<file path="config.mk">
export PLATFORM = sky130hd
export DESIGN_NAME = ifu_fetch
export DESIGN_NICKNAME = d
export VERILOG_FILES = /design/src/rtl/ifu_fetch.sv
export SDC_FILE = /design/constraint.sdc
export NUM_CORES = 1
export LEC_CHECK = 0
export CORE_MARGIN = 5
export CORE_UTILIZATION = 30
export DETAILED_ROUTE_END_ITERATION = 16
export PLACE_DENSITY = 0.74
export SYNTH_ARGS = -nofsm -noshare
export SYNTH_HDL_FRONTEND = slang
export SYNTH_SLANG_ARGS = --single-unit
</file>
<file path="constraint.sdc">
create_clock -name clk -period 4.85 [get_ports clk]
set_clock_uncertainty 0.15 [all_clocks]
set_input_delay 0.97 -clock clk [delete_from_list [all_inputs] [get_ports clk]]
set_output_delay 0.97 -clock clk [all_outputs]
set_load 0.01 [all_outputs]
</file>
<file path="src/rtl/ifu_fetch.sv">
// Instruction-fetch stage: issues one AXI-style read per core PC and holds the
// returned 32-bit instruction (or a fetch fault) until the core consumes it.
module ifu_fetch #(
    parameter int ADDR_W = 64,
    parameter int BUS_W  = 64
) (
    input  logic              clk,
    input  logic              rst,
    input  logic [ADDR_W-1:0] pc,
    input  logic              pc_valid,
    input  logic              flush,
    output logic [31:0]       inst,
    output logic              inst_valid,
    input  logic              inst_ready,
    output logic              fetch_fault,
    output logic [ADDR_W-1:0] mem_araddr,
    output logic              mem_arvalid,
    input  logic              mem_arready,
    input  logic [BUS_W-1:0]  mem_rdata,
    input  logic [1:0]        mem_rresp,
    input  logic              mem_rvalid,
    output logic              mem_rready,
    output logic              busy
);

    localparam logic [1:0] S_IDLE = 2'd0;
    localparam logic [1:0] S_ADDR = 2'd1;
    localparam logic [1:0] S_DATA = 2'd2;
    localparam logic [1:0] S_HOLD = 2'd3;

    localparam logic [ADDR_W-1:0] ALIGN_MASK = ~(ADDR_W'(BUS_W / 8 - 1));

    logic [1:0]  state;
    logic        drop;
    logic        pc_hi_word;
    logic [31:0] rword;

    // Only pc[2] of the latched pc is needed after the request: it picks the
    // instruction half of a 64-bit beat. The rest already lives in mem_araddr.
    if (BUS_W == 64) begin : g_bus64
        assign rword = pc_hi_word ? mem_rdata[63:32] : mem_rdata[31:0];
    end else begin : g_bus32
        assign rword = mem_rdata[31:0];
    end

    assign busy       = (state != S_IDLE);
    assign mem_rready = (state == S_DATA);

    // NOTE: every register here is state, so all assignments are non-blocking.
    always_ff @(posedge clk) begin
        if (rst) begin
            state       <= S_IDLE;
            inst        <= '0;
            inst_valid  <= 1'b0;
            fetch_fault <= 1'b0;
            mem_araddr  <= '0;
            mem_arvalid <= 1'b0;
            drop        <= 1'b0;
            pc_hi_word  <= 1'b0;
        end else begin
            case (state)
                S_IDLE: begin
                    if (pc_valid && !flush) begin
                        pc_hi_word <= pc[2];
                        if (pc[1:0] != 2'b00) begin
                            inst        <= '0;
                            fetch_fault <= 1'b1;
                            inst_valid  <= 1'b1;
                            state       <= S_HOLD;
                        end else begin
                            mem_araddr  <= pc & ALIGN_MASK;
                            mem_arvalid <= 1'b1;
                            state       <= S_ADDR;
                        end
                    end
                end
                S_ADDR: begin
                    // The address phase must complete even when flushed; the
                    // response is discarded later instead.
                    if (flush) drop <= 1'b1;
                    if (mem_arready) begin
                        mem_arvalid <= 1'b0;
                        state       <= S_DATA;
                    end
                end
                S_DATA: begin
                    if (mem_rvalid) begin
                        drop <= 1'b0;
                        if (drop || flush) begin
                            state <= S_IDLE;
                        end else begin
                            inst_valid <= 1'b1;
                            state      <= S_HOLD;
                            if (mem_rresp != 2'b00) begin
                                fetch_fault <= 1'b1;
                                inst        <= '0;
                            end else begin
                                inst <= rword;
                            end
                        end
                    end else if (flush) begin
                        drop <= 1'b1;
                    end
                end
                S_HOLD: begin
                    if (inst_ready || flush) begin
                        inst_valid  <= 1'b0;
                        fetch_fault <= 1'b0;
                        state       <= S_IDLE;
                    end
                end
                default: state <= S_IDLE;
            endcase
        end
    end

endmodule

</file>
==> Yosys cells after proc, flatten, opt, wreduce, memory -nomap -nowiden <==
Cells that the tools add are included.
{ "classes": {"eq_ne": 11, "n_reduce_logical": 19, "bitwise_logic": 1, "n_mux": 31} }
{ "ops": {"columns": ["op", "n"], "rows": [
  ["$mux 32", 6],
  ["$pmux 32 s2", 1],
  ["$ne 2x2->1 const B", 7],
  ["$mux 1", 13],
  ["$mux 2", 6],
  ["$reduce_bool 2->1", 6],
  ["$pmux 2 s4", 1],
  ["$reduce_and 4->1", 2],
  ["$reduce_and 7->1", 1],
  ["$pmux 1 s3", 2],
  ["$reduce_and 6->1", 1],
  ["$reduce_and 5->1", 1],
  ["$eq 2x2->1 const B", 2],
  ["$pmux 1 s2", 2],
  ["$reduce_and 3->1", 1],
  ["$reduce_bool 3->1", 1],
  ["$eq 2x1->1 const B", 1],
  ["$logic_not 2->1", 1],
  ["$logic_or 1x1->1", 2],
  ["$ne 2x1->1 const B", 1],
  ["$reduce_and 2->1", 1],
  ["$logic_and 1x1->1", 1],
  ["$logic_not 1->1", 1],
  ["$not 1->1", 1]
]} }
{ "word_totals": {"word_cells": 70, "in_bits": 137, "output_inout_bits": 101, "regBits": 100} }

==> Logic depth before layout (Yosys ltp) <==
{ "depth": {"depth_word": 5, "mapped_depth": 7} }

==> Worst setup path before layout <==
Ideal clock, no wire load.
{ "synth_path": {"path_kind": "input-to-reg", "start": "in flush", "end": "reg inst[4]", "path_stages": 4, "path_slack_ps": 2601, "n_path_buf": 0, "setup_ps": 70, "t_arrival_ps": 2029, "path_cell_list": "nand2b_1 -> a221o_1 -> or3_1 -> a21oi_1"} }
{ "synth_via": {"elab_chain_len": 4, "elab_cells_between_ends": 6, "cone_classes": "eq/ne: 2; reduce/logical: 4"} }
{ "synth_rtl": {"columns": ["item", "line_no", "text"], "rows": [
  ["start, declared", "11", "input logic flush,"],
  ["$logic_not 1->1", "63", "if (pc_valid && !flush) begin"],
  ["$logic_and 1x1->1", "63", null],
  ["$ne 2x2->1 (no line)", null, null],
  ["$reduce_and 5->1 (no line) *", null, null],
  ["end signal, assigned", "98", "inst <= rword;"],
  ["end, declared", "12", "output logic [31:0] inst,"]
]} }
Mark *: on every way between the ends. The rest lies on a longest branch, timed or not.
A chain may end at the register's enable or synchronous reset.

==> Worst setup path after layout <==
{ "layout_path": {"start": "in flush", "end": "reg mem_araddr[22]"} }
{ "layout_via": {"elab_chain_len": 3} }
{ "layout_rtl": {"columns": ["item", "line_no", "text"], "rows": [
  ["$logic_not 1->1", "63", null],
  ["$logic_and 1x1->1", "63", null],
  ["$reduce_and 3->1 (no line)", null, null],
  ["end signal, assigned", "71", "mem_araddr <= pc & ALIGN_MASK;"],
  ["end, declared", "16", "output logic [ADDR_W-1:0] mem_araddr,"]
]} }
No other way between the ends.

==> metrics <==
outcome=finished clean; Maximum Capacitance Violations=0; total of hold buffers inserted after clock tree synthesis=0; Place WS=1070 ps; number of detailed-route iterations in the first pass=5; antenna violations before repair=0; part of the total power dissipated in sequential elements=39.2%; chip width=127 microns; main combinational cell family by area after synthesis=simple AND/OR/NAND/NOR gates; main flop type after synthesis=dfxtp_1; clock tree from TritonCTS=done; clock sink count=100; total power density per cell area=330 mW/mm^2; first-pass GRT wire length=20.1 mm; post-detailed-route DRC marker count=0; CTS H-tree depth=3; setup fix buffers added after clock tree synthesis=0; Yosys warning count=0; headroom to the max-slew limit=22.1%; final sum of negative setup slack=0 ps; input/output buffers=234; net switching component of the power=659 uW; Adder-Cell Fraction of Synth Area=1.82%; CP Cell Sequence=clkdlybuf4s50_1, nor2b_1, nand3_2, buf_4, nand2_1, a21oi_1; signed area change from the synthesized netlist to the final layout=66.5%; count of pins on the block boundary=238; area of the mapped netlist=0.00413 sq mm; Worst Path Max Fanout=48; RSZ-0062 raised after global routing=false; share of async-settable or async-resettable flops after synthesis=0%; worst endpoint required time=4880 ps; final HPWL from detailed placement=9.48 mm; delay of the slowest critical-path stage=830 ps; via count of the first global-routing pass=3,899; number of synthesized register bits=100; pin count of the biggest net entering global routing=103; syn_area_per_cell=8.10 sq um; RD Place Congestion=0.771; type of element launching the critical path=primary input; area share of the largest cell type after synthesis=48.4%; DRT antenna net count=0; fraction of final layout cells with drive strength greater than 1=7.59%; class of the most critical setup path=in2reg; sequential area share after synthesis=48.4%; number of core rows=42; grt ovf=0; wire per inst=14.4 microns; worst path arrival time=3390 ps; Std-Cell Core Area=0.0134 sq mm; Hold Crit Class=reg2reg; final critical-path share of the clock period=69.3%; Compound-Gate Fraction of Synth Area=13.9%; CTS resizes=0; Filler cells=1,288; share of total power in the clock network=32.7%; final hold violations=0; Die Ht=127 microns; part of the total power dissipated in combinational logic=28.1%; wire length after detailed routing=13.0 mm; clock latency of the later-clocked register in the worst-skew pair=340 ps; gr usage total=15.4%; initial standard-cell utilization of the core=30.8%; simple logic cell fraction of the synthesized area=21.9%; Worst Setup End Kind=register; number of slew-limit violations in the final report=0; leakage power=2.33 nW; number of synthesized flops with an enable pin=0; Inserted Diodes=0; Iter 0 DRT Violations=162; share of synthesized area spent on multiplexers=9.17%; internal power=1.61 mW; largest buffer count on any clock path=2; layout net count=864; worst path setup slack after routing=1490 ps; number of buffers inserted during clock tree synthesis=9; area enclosed by the die boundary=0.0162 sq mm; most area-consuming cells after synthesis=dfxtp_1, nand2_1, a21oi_1; sw frac=29.0%; instance count of the mapped netlist=510; vias per cell=4.57; Final Setup Violations=0; number of vias after detailed routing=4,114; Peak Freq=0.297 GHz; share of the synthesized netlist area taken by xor and xnor gates=0%; clock transition at the register clock pins on the worst setup and hold paths after CTS=60 ps; Max rail drop VDD=0.195 mV; Worst Tran Pin Value=1170 ps; Final Critical Period=3360 ps; most area-hungry cell type in the Yosys netlist=dfxtp_1; Unique masters post-synth=34; slowest stage cell on the critical path=nand3_2; Clock Tree Root=clkbuf_16
## sequential cells by signal, summed over array words and instances (netlist names)
| register | cells |
|---|---|
| drop | 1 |
| fetch_fault | 1 |
| inst | 32 |
| inst_valid | 1 |
| mem_araddr | 61 |
| mem_arvalid | 1 |
| pc_hi_word | 1 |
| state | 2 |
## stage by stage
step	util (%)	area, sq um	hold WS, ps	power [mW]	cells
detailed placement	49.0	6570	293	1.55	886
floorplan	-	4140	326	1.26	512
global route	51.3	6880	315	2.40	901
finish	51.3	6880	299	2.27	901
CTS	51.3	6880	302	2.31	901
global placement	49.0	6570	288	1.55	886
## power groups by stage
stage | registers, mW | logic [mW] | clock network [mW]
6_report | 0.891 | 0.640 | 0.743
5_1_grt | 0.895 | 0.700 | 0.806
4_1_cts | 0.891 | 0.645 | 0.770
3_5_place_dp | 0.910 | 0.643 | 0
3_3_place_gp | 0.908 | 0.645 | 0
2_1_floorplan | 0.921 | 0.342 | 0
## metal layers
layer	GRT usage [%]	share of wire, %
met1	17.4	40
met4	5.62	1.6
met5	0	0
met3	7.01	11
met2	25.5	48
## Yosys cell counts (2+ instances only)
| master | instances |
|---|---|
| ha_1 | 6 |
| a21oi_1 | 98 |
| nand2_1 | 159 |
| dfxtp_1 | 100 |
| nand3_1 | 36 |
| inv_1 | 4 |
| mux2_2 | 31 |
| nor2_1 | 6 |
| buf_2 | 10 |
| mux2i_1 | 3 |
| nor2b_1 | 2 |
| clkbuf_1 | 27 |
| buf_4 | 3 |
| nand2b_1 | 5 |
## critical path: cells and delay by family
| kind | cells | cell delay [ps] |
|---|---|---|
| AO/OA/AOI/OAI | 1 | 60 |
| buffers and inverters | 2 | 1020 |
| AND/OR/NAND/NOR | 3 | 1310 |
## final cells by class
type | instances | area, sq um | share of cell area [%]
sequential | 100 | 2000 | 29.1
clock inverter | 4 | 75.1 | 1.09
tap | 176 | 220 | 3.20
multi-input combinational | 367 | 1960 | 28.5
timing repair buffer | 239 | 2380 | 34.6
clock buffer | 11 | 233 | 3.38
inverter | 4 | 15.0 | 0.218
## final timing paths
check                        startpoint                     endpoint  slack (ps)  cells after the start
setup / recovery                  flush  mem_araddr[22]$_SDFFE_PP0P_        1490                      6
hold / removal     inst[8]$_SDFFE_PP0P_         inst[8]$_SDFFE_PP0P_         300                      2
setup reg to reg  state[0]$_SDFFE_PP0P_  mem_araddr[22]$_SDFFE_PP0P_        2320                      6
hold reg to reg    inst[8]$_SDFFE_PP0P_         inst[8]$_SDFFE_PP0P_         300                      2
## cell usage in the layout (no fill, tap or decap), types with 3 or more instances in the layout
master,synthesis,layout
conb_1,1,3
buf_4,3,6
nand3_1,36,35
nand2_1,159,159
a21oi_1,98,98
dfxtp_1,100,100
clkdlybuf4s50_1,0,233
ha_1,6,6
mux2i_1,3,3
inv_1,4,4
nand2b_1,5,5
nor2_1,6,6
mux2_2,31,31
clkbuf_16,0,9
## logic make-up (layout without fill, tap and decap cells)
group | after synthesis | after routing
flip-flops | 100 | 100
multiplexers | 34 | 34
AO/OA/AOI/OAI | 108 | 108
AND/OR/NAND/NOR | 216 | 216
adder cells (fa/ha/maj) | 6 | 6
buffers and inverters | 45 | 258
other | 1 | 3
Power figures use the tool's default switching activity.
